## config.mk

```make
export PLATFORM = sky130hd
export DESIGN_NAME = nap_countdown
export DESIGN_NICKNAME = d
export VERILOG_FILES = /design/src/rtl/nap_pkg.sv /design/src/rtl/bcd_digit_down.sv /design/src/rtl/nap_countdown.sv
export SDC_FILE = /design/constraint.sdc
export NUM_CORES = 1
export LEC_CHECK = 0
export CAP_MARGIN = 10
export CORE_MARGIN = 4
export CORE_UTILIZATION = 50
export DETAILED_ROUTE_END_ITERATION = 8
export GPL_ROUTABILITY_DRIVEN = 0
export MAX_ROUTING_LAYER = met4
export PLACE_DENSITY = 0.77
export SYNTH_ARGS = -nofsm -noshare
export SYNTH_HDL_FRONTEND = slang
export SYNTH_SLANG_ARGS = --single-unit
```

## constraint.sdc

```tcl
create_clock -name clock -period 2.6 [get_ports clock]
set_clock_uncertainty 0.1 [all_clocks]
set_input_delay 0.26 -clock clock [delete_from_list [all_inputs] [get_ports clock]]
set_output_delay 0.26 -clock clock [all_outputs]
set_load 0.01 [all_outputs]
```

## src/rtl/nap_pkg.sv

```systemverilog
// Shared types and constants for the nap-time countdown stage:
// FSM state encoding, BCD digit width and per-digit maxima.
package nap_pkg;

    localparam int BCD_W = 4;

    localparam logic [BCD_W-1:0] MAX_NINE = 4'd9;
    localparam logic [BCD_W-1:0] MAX_FIVE = 4'd5;

    typedef enum logic [1:0] {
        ST_IDLE  = 2'd0,
        ST_RUN   = 2'd1,
        ST_PAUSE = 2'd2,
        ST_ALARM = 2'd3
    } nap_state_t;

    // Clamp an out-of-range BCD digit to the largest legal value for its position.
    function automatic logic [BCD_W-1:0] bcd_sat(input logic [BCD_W-1:0] v,
                                                 input logic [BCD_W-1:0] max_v);
        logic [BCD_W-1:0] r;
        if (v > max_v) begin
            r = max_v;
        end else begin
            r = v;
        end
        return r;
    endfunction

endpackage

```

## src/rtl/bcd_digit_down.sv

```systemverilog
// One BCD down-counting digit. A decrement at zero reloads MAX and
// raises borrow_out so the next-higher digit decrements in the same cycle.
module bcd_digit_down
    import nap_pkg::*;
#(
    parameter logic [BCD_W-1:0] MAX = 4'd9
) (
    input  logic             clock,
    input  logic             reset,
    input  logic             clr,
    input  logic             load,
    input  logic [BCD_W-1:0] load_val,
    input  logic             dec,
    output logic [BCD_W-1:0] value,
    output logic             borrow_out
);

    logic [BCD_W-1:0] value_nx;

    assign borrow_out = dec && (value == 4'd0);

    // Next digit value: clear beats load beats decrement.
    always_comb begin
        value_nx = value;
        if (clr) begin
            value_nx = 4'd0;
        end else if (load) begin
            value_nx = load_val;
        end else if (dec) begin
            value_nx = (value == 4'd0) ? MAX : (value - 4'd1);
        end else begin
            value_nx = value;
        end
    end

    // Digit register.
    always_ff @(posedge clock or posedge reset) begin
        if (reset) begin
            value <= 4'd0;
        end else begin
            value <= value_nx;
        end
    end

endmodule

```

## src/rtl/nap_countdown.sv

```systemverilog
// Nap countdown: captures a BCD hh:mm:ss value on load, counts down once per
// CLK_DIV clocks, then holds the wake-up alarm for ALARM_SEC seconds.
module nap_countdown
    import nap_pkg::*;
#(
    parameter int CLK_DIV   = 50_000_000,
    parameter int ALARM_SEC = 30
) (
    input  logic             clock,
    input  logic             reset,
    input  logic             load,
    input  logic [BCD_W-1:0] iHour10,
    input  logic [BCD_W-1:0] iHour1,
    input  logic [BCD_W-1:0] iMinute10,
    input  logic [BCD_W-1:0] iMinute1,
    input  logic [BCD_W-1:0] iSecond10,
    input  logic [BCD_W-1:0] iSecond1,
    input  logic             pause,
    input  logic             cancel,
    output logic [BCD_W-1:0] hour10,
    output logic [BCD_W-1:0] hour1,
    output logic [BCD_W-1:0] minute10,
    output logic [BCD_W-1:0] minute1,
    output logic [BCD_W-1:0] second10,
    output logic [BCD_W-1:0] second1,
    output logic             running,
    output logic             paused,
    output logic             alarm,
    output logic             done
);

    localparam int PW = (CLK_DIV > 2) ? $clog2(CLK_DIV) : 1;
    localparam int AW = $clog2(ALARM_SEC + 1);
    localparam logic [PW-1:0] PRESC_LAST = PW'(CLK_DIV - 1);
    localparam logic [AW-1:0] ALARM_LAST = AW'(ALARM_SEC - 1);

    nap_state_t    state_r;
    nap_state_t    state_nx;
    logic [PW-1:0] presc_r;
    logic [PW-1:0] presc_nx;
    logic [AW-1:0] acnt_r;
    logic [AW-1:0] acnt_nx;
    logic          done_nx;

    logic          dig_clr_s;
    logic          dig_load_s;
    logic          dig_dec_s;
    logic [6:0]    borrow_s;

    logic [BCD_W-1:0] sat_h10_s, sat_h1_s, sat_m10_s, sat_m1_s, sat_s10_s, sat_s1_s;
    logic             load_zero_s;
    logic             zero_s;
    logic             one_s;
    logic             wrap_s;

    assign sat_h10_s = bcd_sat(iHour10,   MAX_NINE);
    assign sat_h1_s  = bcd_sat(iHour1,    MAX_NINE);
    assign sat_m10_s = bcd_sat(iMinute10, MAX_FIVE);
    assign sat_m1_s  = bcd_sat(iMinute1,  MAX_NINE);
    assign sat_s10_s = bcd_sat(iSecond10, MAX_FIVE);
    assign sat_s1_s  = bcd_sat(iSecond1,  MAX_NINE);

    // Saturation never turns a nonzero digit into zero, so the raw inputs suffice here.
    assign load_zero_s = ({iHour10, iHour1, iMinute10, iMinute1, iSecond10, iSecond1} == 24'd0);
    assign zero_s = ({hour10, hour1, minute10, minute1, second10, second1} == 24'd0);
    assign one_s  = ({hour10, hour1, minute10, minute1, second10, second1} == 24'h00_00_01);
    assign wrap_s = (presc_r == PRESC_LAST);

    // Next-state, prescaler, alarm counter and digit controls; cancel > load > pause > tick.
    always_comb begin
        state_nx   = state_r;
        presc_nx   = presc_r;
        acnt_nx    = acnt_r;
        done_nx    = 1'b0;
        dig_clr_s  = 1'b0;
        dig_load_s = 1'b0;
        dig_dec_s  = 1'b0;
        if (cancel) begin
            state_nx  = ST_IDLE;
            presc_nx  = {PW{1'b0}};
            acnt_nx   = {AW{1'b0}};
            dig_clr_s = 1'b1;
        end else if (load) begin
            presc_nx = {PW{1'b0}};
            acnt_nx  = {AW{1'b0}};
            if (load_zero_s) begin
                state_nx  = ST_IDLE;
                dig_clr_s = 1'b1;
            end else begin
                state_nx   = ST_RUN;
                dig_load_s = 1'b1;
            end
        end else if (pause && (state_r != ST_IDLE)) begin
            case (state_r)
                ST_RUN:   state_nx = ST_PAUSE;
                ST_PAUSE: state_nx = ST_RUN;
                ST_ALARM: begin
                    state_nx = ST_IDLE;
                    presc_nx = {PW{1'b0}};
                    acnt_nx  = {AW{1'b0}};
                end
                default:  state_nx = ST_IDLE;
            endcase
        end else begin
            case (state_r)
                ST_RUN: begin
                    if (wrap_s) begin
                        presc_nx  = {PW{1'b0}};
                        dig_dec_s = !zero_s;
                        if (one_s) begin
                            state_nx = ST_ALARM;
                            done_nx  = 1'b1;
                            acnt_nx  = {AW{1'b0}};
                        end else begin
                            state_nx = ST_RUN;
                        end
                    end else begin
                        presc_nx = presc_r + {{(PW-1){1'b0}}, 1'b1};
                    end
                end
                ST_ALARM: begin
                    if (wrap_s) begin
                        presc_nx = {PW{1'b0}};
                        if (acnt_r == ALARM_LAST) begin
                            state_nx = ST_IDLE;
                            acnt_nx  = {AW{1'b0}};
                        end else begin
                            acnt_nx = acnt_r + {{(AW-1){1'b0}}, 1'b1};
                        end
                    end else begin
                        presc_nx = presc_r + {{(PW-1){1'b0}}, 1'b1};
                    end
                end
                ST_IDLE:  presc_nx = {PW{1'b0}};
                ST_PAUSE: presc_nx = presc_r;
                default:  state_nx = ST_IDLE;
            endcase
        end
    end

    // State, counters and registered status flags.
    always_ff @(posedge clock or posedge reset) begin
        if (reset) begin
            state_r <= ST_IDLE;
            presc_r <= {PW{1'b0}};
            acnt_r  <= {AW{1'b0}};
            running <= 1'b0;
            paused  <= 1'b0;
            alarm   <= 1'b0;
            done    <= 1'b0;
        end else begin
            state_r <= state_nx;
            presc_r <= presc_nx;
            acnt_r  <= acnt_nx;
            running <= (state_nx == ST_RUN);
            paused  <= (state_nx == ST_PAUSE);
            alarm   <= (state_nx == ST_ALARM);
            // An hour10 borrow would mean wrapping below zero; never report that as done.
            done    <= done_nx && !borrow_s[6];
        end
    end

    assign borrow_s[0] = dig_dec_s;

    bcd_digit_down #(.MAX(MAX_NINE)) u_second1 (
        .clock(clock), .reset(reset), .clr(dig_clr_s), .load(dig_load_s),
        .load_val(sat_s1_s), .dec(borrow_s[0]), .value(second1), .borrow_out(borrow_s[1])
    );

    bcd_digit_down #(.MAX(MAX_FIVE)) u_second10 (
        .clock(clock), .reset(reset), .clr(dig_clr_s), .load(dig_load_s),
        .load_val(sat_s10_s), .dec(borrow_s[1]), .value(second10), .borrow_out(borrow_s[2])
    );

    bcd_digit_down #(.MAX(MAX_NINE)) u_minute1 (
        .clock(clock), .reset(reset), .clr(dig_clr_s), .load(dig_load_s),
        .load_val(sat_m1_s), .dec(borrow_s[2]), .value(minute1), .borrow_out(borrow_s[3])
    );

    bcd_digit_down #(.MAX(MAX_FIVE)) u_minute10 (
        .clock(clock), .reset(reset), .clr(dig_clr_s), .load(dig_load_s),
        .load_val(sat_m10_s), .dec(borrow_s[3]), .value(minute10), .borrow_out(borrow_s[4])
    );

    bcd_digit_down #(.MAX(MAX_NINE)) u_hour1 (
        .clock(clock), .reset(reset), .clr(dig_clr_s), .load(dig_load_s),
        .load_val(sat_h1_s), .dec(borrow_s[4]), .value(hour1), .borrow_out(borrow_s[5])
    );

    bcd_digit_down #(.MAX(MAX_NINE)) u_hour10 (
        .clock(clock), .reset(reset), .clr(dig_clr_s), .load(dig_load_s),
        .load_val(sat_h10_s), .dec(borrow_s[5]), .value(hour10), .borrow_out(borrow_s[6])
    );

endmodule

```

==> impl_metrics.yaml, run 1 <==
logic_synthesis:
  postSynthCellCount: 442
  yosysSeqAreaShare_pct: 39.70
  synth_fa_ha_area_share_pct: 3.254
  synth_warnings: 0
  synth_cell_type_count: 60
  synth_seq_cells: 61
  synth_area_um2: 3845
  synth_edf_count: 0
  synth-simple-area-share_pct: 28.25
  synth-xor-area-share_pct: 5.923
  synth_compound_area_share_pct: 16.24
  synth.area.mux_share_pct: 2.506
  synth_fp_nets: 481
  ys_async_sr_fraction_pct: 100.0
  synth_top_family_by_area: "simple AND/OR/NAND/NOR gates"
  synth_area_per_cell_um2: 8.699
  synth-main-ff-cell: "dfrtp_1"
pwr:
  finalPower_w: 0.002314
  power.density_nw_per_um2: 448.2
  leakagePower_nw: 2.142
  max-vdd-ir-drop_mv: 0.3500
clocking:
  cts_buffer_depth: 2
  htree_levels: 3
  postCtsHoldBufs: 0
  clk_pin_slew_ns: 0.07
  clock_latency_ns: 0.33
  clock_sinks: 61
  numCtsBuffers: 9
  clock-root-buffer: "clkbuf_8"
  cts_tree: "built"
placed_design:
  dp_hpwl_mm: 8.082
  io_buffers: 56
  place_inst: 635
worst_setup_path:
  crit_arrival_ns: 2.69
  startpoint_type: "flop"
  cp_slowest_stage_delay_ns: 0.48
  cp_data_required_time_ns: 2.74
  cp_max_fo: 4
  cpMaxStageDelayCell: "or3b_2"
  crit_type: "reg2reg"
  cp-end-kind: "flop"
  path_cells: "inv_1, ha_1, or3b_2, nor2_1, nand4_1, nor3_2, nor4b_2, mux2i_1"
timing:
  period_minus_slack_ns: 2.548
  slew_headroom_pct: 71.93
  tns_ns: 0
  timing.final.crit_share_pct: 97.99
  setup_viol: 0
  drv_slew: 0
  fin_hold_ws_ns: 0.06518
  max_freq_mhz: 392.5
  hold_viol: 0
  worst_slew_pin_slew_ns: 0.4167
cells_and_area:
  multiInputGateArea_um2: 2243
  diodes: 0
  fin_cells: 652
  fillers: 571
  seq_area_um2: 1526
  layout-drive-gt1-share_pct: 19.35
  nets: 589
  syn_to_final_growth_pct: 34.27
floorplan:
  coreArea_um2: 7370
  die_h_um: 95.69
  dieWidth_um: 95.69
  io_pins: 57
  die_area_um2: 9157
  initial_core_util_pct: 52.17
  std_cell_rows: 31
detailed_routing:
  drt_iter0_markers: 197
  ant_nets: 0
  num_vias: 3844
  finalWirelength_mm: 10.97
  drc: 0
  first_pass_iters: 5
  wire_per_inst_um: 16.83
  avgViaCountPerCell: 5.896
outcome:
  outcome: "finished clean"
worst_hold_path:
  holdCritPathClass: "in2async"
global_routing:
  grt_pass1_vias: 3685
  globalRouteTotalUtil_pct: 25.24
  grt_max_degree: 33
  grt_overflow_total: 0
  grt_pass1_wl_mm: 17.73
  antenna_found_initial: 0
flow_run:
  cap_viol_max_count: 0
## state kept, by name, summed over array words and instances (netlist names)
signal,cells
acnt_r,5
u_hour1.value,4
done,1
u_second10.value,4
alarm,1
u_hour10.value,4
presc_r,26
running,1
u_minute10.value,4
u_second1.value,4
paused,1
u_minute1.value,4
state_r,2
## power by group
group	internal (W)	switching (W)	total, W
Sequential	0.000984	0.0000436	0.00103
Clock	0.000384	0.000352	0.000736
Combinational	0.000270	0.000280	0.000550
## timing repair
action | in CTS | in global routing
setup endpoints to repair | 5 | 29
resized for setup | 5 | 16
pin swaps | 3 | 2
buffers inserted | 2 | 1
## cells by family (layout without fill, tap and decap cells)
logic type / count (synthesis) / in the layout
AOI/OAI and AO/OA: 89 / 89
DFF: 61 / 61
xor gates and xnor gates: 26 / 26
buffers and inverters: 41 / 152
and+or+nand+nor: 206 / 206
adders and majority gates: 10 / 10
muxes: 9 / 9
## metrics by stage
stage          area, um^2  setup WS (ns)  util, %
2_1_floorplan        3845        0.06958        -
3_3_place_gp         4891       0.009904    66.37
3_5_place_dp         4891       -0.05738    66.37
4_1_cts              5089        0.01214    69.05
5_1_grt              5162       -0.09194    70.05
6_report             5162        0.05224    70.05
## worst max-delay path, delay by kind of cell (launching register included)
kind	cells	cell delay [ns]
mux	1	0.25
flops	1	0.41
buf+inv	1	0.11
simple gates	5	1.39
fa+ha+maj	1	0.18
## worst paths after layout
check | startpoint | endpoint | slack (ns) | cells past startpoint
worst min register to register | acnt_r[4]$_DFFE_PP0P_ | acnt_r[4]$_DFFE_PP0P_ | 0.43 | 1
min in group clock | acnt_r[4]$_DFFE_PP0P_ | acnt_r[4]$_DFFE_PP0P_ | 0.43 | 1
worst max register to register | u_second1.value[1]$_DFFE_PP0P_ | u_minute10.value[3]$_DFFE_PP0P_ | 0.05 | 8
worst max-delay path | u_second1.value[1]$_DFFE_PP0P_ | u_minute10.value[3]$_DFFE_PP0P_ | 0.05 | 8
worst min-delay path | reset | u_second1.value[3]$_DFFE_PP0P_ | 0.07 | 2
max in group asynchronous | reset | acnt_r[2]$_DFFE_PP0P_ | 1.80 | 3
## Yosys cell counts (3+ instances only)
| cell | instances | area, um^2 |
|---|---|---|
| ha_1 | 10 | 125.1 |
| nor3_1 | 20 | 100.1 |
| a41oi_1 | 3 | 26.28 |
| nor3b_1 | 7 | 52.55 |
| a211oi_1 | 8 | 60.06 |
| xnor2_1 | 12 | 105.1 |
| a31oi_1 | 3 | 18.77 |
| nand3b_1 | 3 | 22.52 |
| a21o_1 | 4 | 30.03 |
| nand2_1 | 26 | 97.59 |
| or4_1 | 3 | 22.52 |
| and2_1 | 6 | 37.54 |
| xor2_1 | 14 | 122.6 |
| clkbuf_1 | 11 | 41.29 |
| a221oi_1 | 3 | 26.28 |
| dfrtp_1 | 61 | 1526 |
| or3b_2 | 6 | 52.55 |
| o31ai_1 | 6 | 45.04 |
| nor4_1 | 9 | 56.30 |
| mux2_2 | 5 | 56.30 |
| nand3_1 | 23 | 115.1 |
| and3_1 | 7 | 43.79 |
| inv_1 | 26 | 97.59 |
| nand4_1 | 11 | 68.82 |
| nor2_1 | 65 | 244.0 |
| a311oi_1 | 5 | 43.79 |
| buf_2 | 4 | 20.02 |
| mux2i_1 | 4 | 40.04 |
| o21ai_0 | 16 | 80.08 |
| nand2b_1 | 3 | 18.77 |
| a21oi_1 | 16 | 80.08 |
| a31o_2 | 5 | 43.79 |
## per-layer routing
layer | share of wire, % | track usage, % | up-vias
li1 | - | - | 1823
met1 | 46 | 35.24 | 1855
met2 | 46 | 38.04 | 146
met3 | 6.7 | 4.144 | 20
met4 | 1.2 | 7.227 | 0
met5 | 0 | - | -
## cells in the final DEF, fill, tap and decap left out, types with 12 or more instances in the layout
cell type,instances
nor2_1,64
dfrtp_1,61
clkdlybuf4s50_1,56
buf_4,54
nand2_1,25
inv_1,25
nand3_1,23
nor3_1,19
a21oi_1,16
o21ai_0,16
xor2_1,14
xnor2_1,12
## area by class of cell
cell class,instances,area share (%)
Inverter,26,1.890
Multi-Input combinational cell,340,43.46
Clock inverter,2,0.1939
Clock buffer,12,3.005
Sequential cell,61,29.57
Tap cell,99,2.399
Timing Repair Buffer,112,19.49
Note: power is estimated with default switching activity, not from simulation.
==> run 2: changes to the inputs <==
--- a/config.mk
+++ b/config.mk
@@ -10,6 +10,7 @@
 export CORE_UTILIZATION = 50
 export DETAILED_ROUTE_END_ITERATION = 8
 export GPL_ROUTABILITY_DRIVEN = 0
+export GPL_TIMING_DRIVEN = 0
 export MAX_ROUTING_LAYER = met4
 export PLACE_DENSITY = 0.77
 export SYNTH_ARGS = -nofsm -noshare
==> run 2 against run 1 <==
The flow now finishes with violations (negative setup slack). First-iteration DRC count grew 54%. Routed wire length is essentially flat. Flip-flop and latch count is the same. Maximum frequency shrank 2.6%. Register-to-register slack lost 0.07 ns. Cell area shrank 2.5%. Critical path type unchanged. Cell count shrank 3.8%. Largest cell class unchanged. Non-clock buffer count shrank 27.
==> impl_metrics.yaml, run 2 (synthesis results as in run 1) <==
outcome:
  outcome: "finished with violations"
  failed_checks: "negative setup slack"
detailed_routing:
  drt_iter0_markers: 303
  avgViaCountPerCell: 6.136
  ant_nets: 0
  first_pass_iters: 5
  wire_per_inst_um: 17.51
  drc: 0
  num_vias: 3847
  finalWirelength_mm: 10.98
worst_setup_path:
  path_cells: "or4_4, or4_4, nor3_4, o31ai_1, nand2_2, mux2_2"
  cp_slowest_stage_delay_ns: 0.52
  r2r_cells: 6
  crit_family: "simple AND/OR/NAND/NOR gates"
  regToRegEndpoint: "u_second1.value[3]$_DFFE_PP0P_"
  timing.rr.start: "presc_r[10]$_DFFE_PP0P_"
  cp-end-kind: "flop"
  crit_top_cell: "or4_4"
  cp_data_required_time_ns: 2.73
  cp_max_fo: 6
  startpoint_type: "flop"
  crit_arrival_ns: 2.75
  cp_num_cells: 6
  cpMaxStageDelayCell: "or4_4"
  crit_type: "reg2reg"
  cp_num_buf_inv: 0
  rrSetupSlack_ns: -0.02
floorplan:
  die_area_um2: 9157
  std_cell_rows: 31
  dieWidth_um: 95.69
  coreArea_um2: 7370
  initial_core_util_pct: 52.17
  io_pins: 57
  die_h_um: 95.69
clocking:
  htree_levels: 3
  cts_tree: "built"
  clock_latency_ns: 0.34
  cts_buffer_depth: 2
  clock_sinks: 61
  clock-root-buffer: "clkbuf_8"
  clk_pin_slew_ns: 0.07
  numCtsBuffers: 9
timing:
  hold_viol: 0
  fin_ws_ns: -0.01690
  max_freq_mhz: 382.1
  timing.final.crit_share_pct: 100.6
  period_minus_slack_ns: 2.617
  setup_viol: 3
  rsz0062_at_grt: "yes"
  fin_hold_ws_ns: 0.2034
  slew_headroom_pct: 46.55
  worst_slew_pin_slew_ns: 0.7934
  drv_slew: 0
pwr:
  max-vdd-ir-drop_mv: 0.3295
  swShare_pct: 29.26
  combPwrFrac_pct: 21.1
  pwr-share-seq_pct: 43.4
  p_clk_share_pct: 35.5
  leakagePower_nw: 2.013
  p_sw_w: 0.0006978
  p_int_w: 0.001687
  power.density_nw_per_um2: 473.6
global_routing:
  grt_max_degree: 36
  antenna_found_initial: 0
  globalRouteTotalUtil_pct: 24.33
  grt_overflow_total: 0
  grt_pass1_wl_mm: 16.73
  grt_pass1_vias: 3344
cells_and_area:
  mostFrequentLayoutCell: "nor2_1"
  layout_common_cells: "63 x nor2_1, 58 x dfrtp_1, 54 x clkdlybuf4s50_1"
  nets: 562
  syn_to_final_growth_pct: 30.95
  fin_cells: 627
  diodes: 0
  largest_reg_flops: 26
  layout-drive-gt1-share_pct: 16.10
  reg_top3: "presc_r: 26 flops, acnt_r: 5 flops"
  top_register: "presc_r"
placed_design:
  place_inst: 596
  dp_hpwl_mm: 7.702
  io_buffers: 54
worst_hold_path:
  holdCritPathClass: "in2async"
flow_run:
  cap_viol_max_count: 0
==> run 2: cell types whose count changed in the layout (fill, tap and decap cells not counted), moves of 3 or more <==
cell / delta
clkbuf_1: +11
nor3_2: +3
nor3_1: -3
nor3b_1: -4
dfrtp_1: -3
buf_4: -38
or3b_2: -3
dfrtp_2: +3
or3b_4: +3
==> run 2: per-layer routing <==
layer	global-route usage (%)	part of all wire, %	up-vias
li1	-	-	1778
met1	35.78	44	1867
met2	33.99	46	186
met3	3.909	7.9	16
met4	8.294	1.5	0
met5	-	0	-
==> run 2: area by class of cell <==
type	count	area, um^2
inverter	26	97.59
clock buffer	12	145.1
timing repair buffer	70	673.1
multi-input combinational	340	2340
clock inverter	4	47.55
buffer	15	77.57
sequential	61	1530
tap	99	123.9
fill	570	2335
==> run 2: what timing repair did <==
item                       4_1_cts  5_1_grt
resized for setup               12       37
setup endpoints to repair       52       56
setup buffers                    9        6
hold buffers                     0        0
pin swaps                        3        9
==> run 2: stage by stage <==
| step | area [um^2] | power [W] | TNS [ns] | util, % | setup slack (ns) |
|---|---|---|---|---|---|
| 2_1_floorplan | 3845 | 0.001295 | 0 | - | 0.06958 |
| 5_1_grt | 5035 | 0.002486 | -0.4738 | 68.32 | -0.08243 |
| 4_1_cts | 4842 | 0.002352 | -0.06535 | 65.70 | -0.01848 |
| 3_5_place_dp | 4529 | 0.001495 | -7.445 | 61.46 | -0.2564 |
| 6_report | 5035 | 0.002385 | -0.03672 | 68.32 | -0.01690 |
| 3_3_place_gp | 4509 | 0.001481 | -29.86 | 61.19 | -0.3887 |
==> run 2: worst max path at each step <==
stage                                       start                             end  slack, ns
final                     presc_r[10]$_DFFE_PP0P_  u_second1.value[3]$_DFFE_PP0P_      -0.02
after global routing      presc_r[10]$_DFFE_PP0P_  u_second1.value[3]$_DFFE_PP0P_      -0.08
after CTS                 presc_r[10]$_DFFE_PP0P_  u_second1.value[1]$_DFFE_PP0P_      -0.02
after detailed placement  presc_r[16]$_DFFE_PP0P_         presc_r[23]$_DFFE_PP0P_      -0.26
after global placement                      reset         presc_r[19]$_DFFE_PP0P_      -0.39
after floorplan            presc_r[7]$_DFFE_PP0P_    u_hour1.value[0]$_DFFE_PP0P_       0.07
==> run 2: power by group through the flow <==
stage	Sequential [W]	Clock [W]	Combinational, W
4_1_cts	0.00103	0.000857	0.000466
6_report	0.00104	0.000846	0.000503
5_1_grt	0.00104	0.000898	0.000546
2_1_floorplan	0.00105	0	0.000243
3_5_place_dp	0.00104	0	0.000450
3_3_place_gp	0.00104	0	0.000438
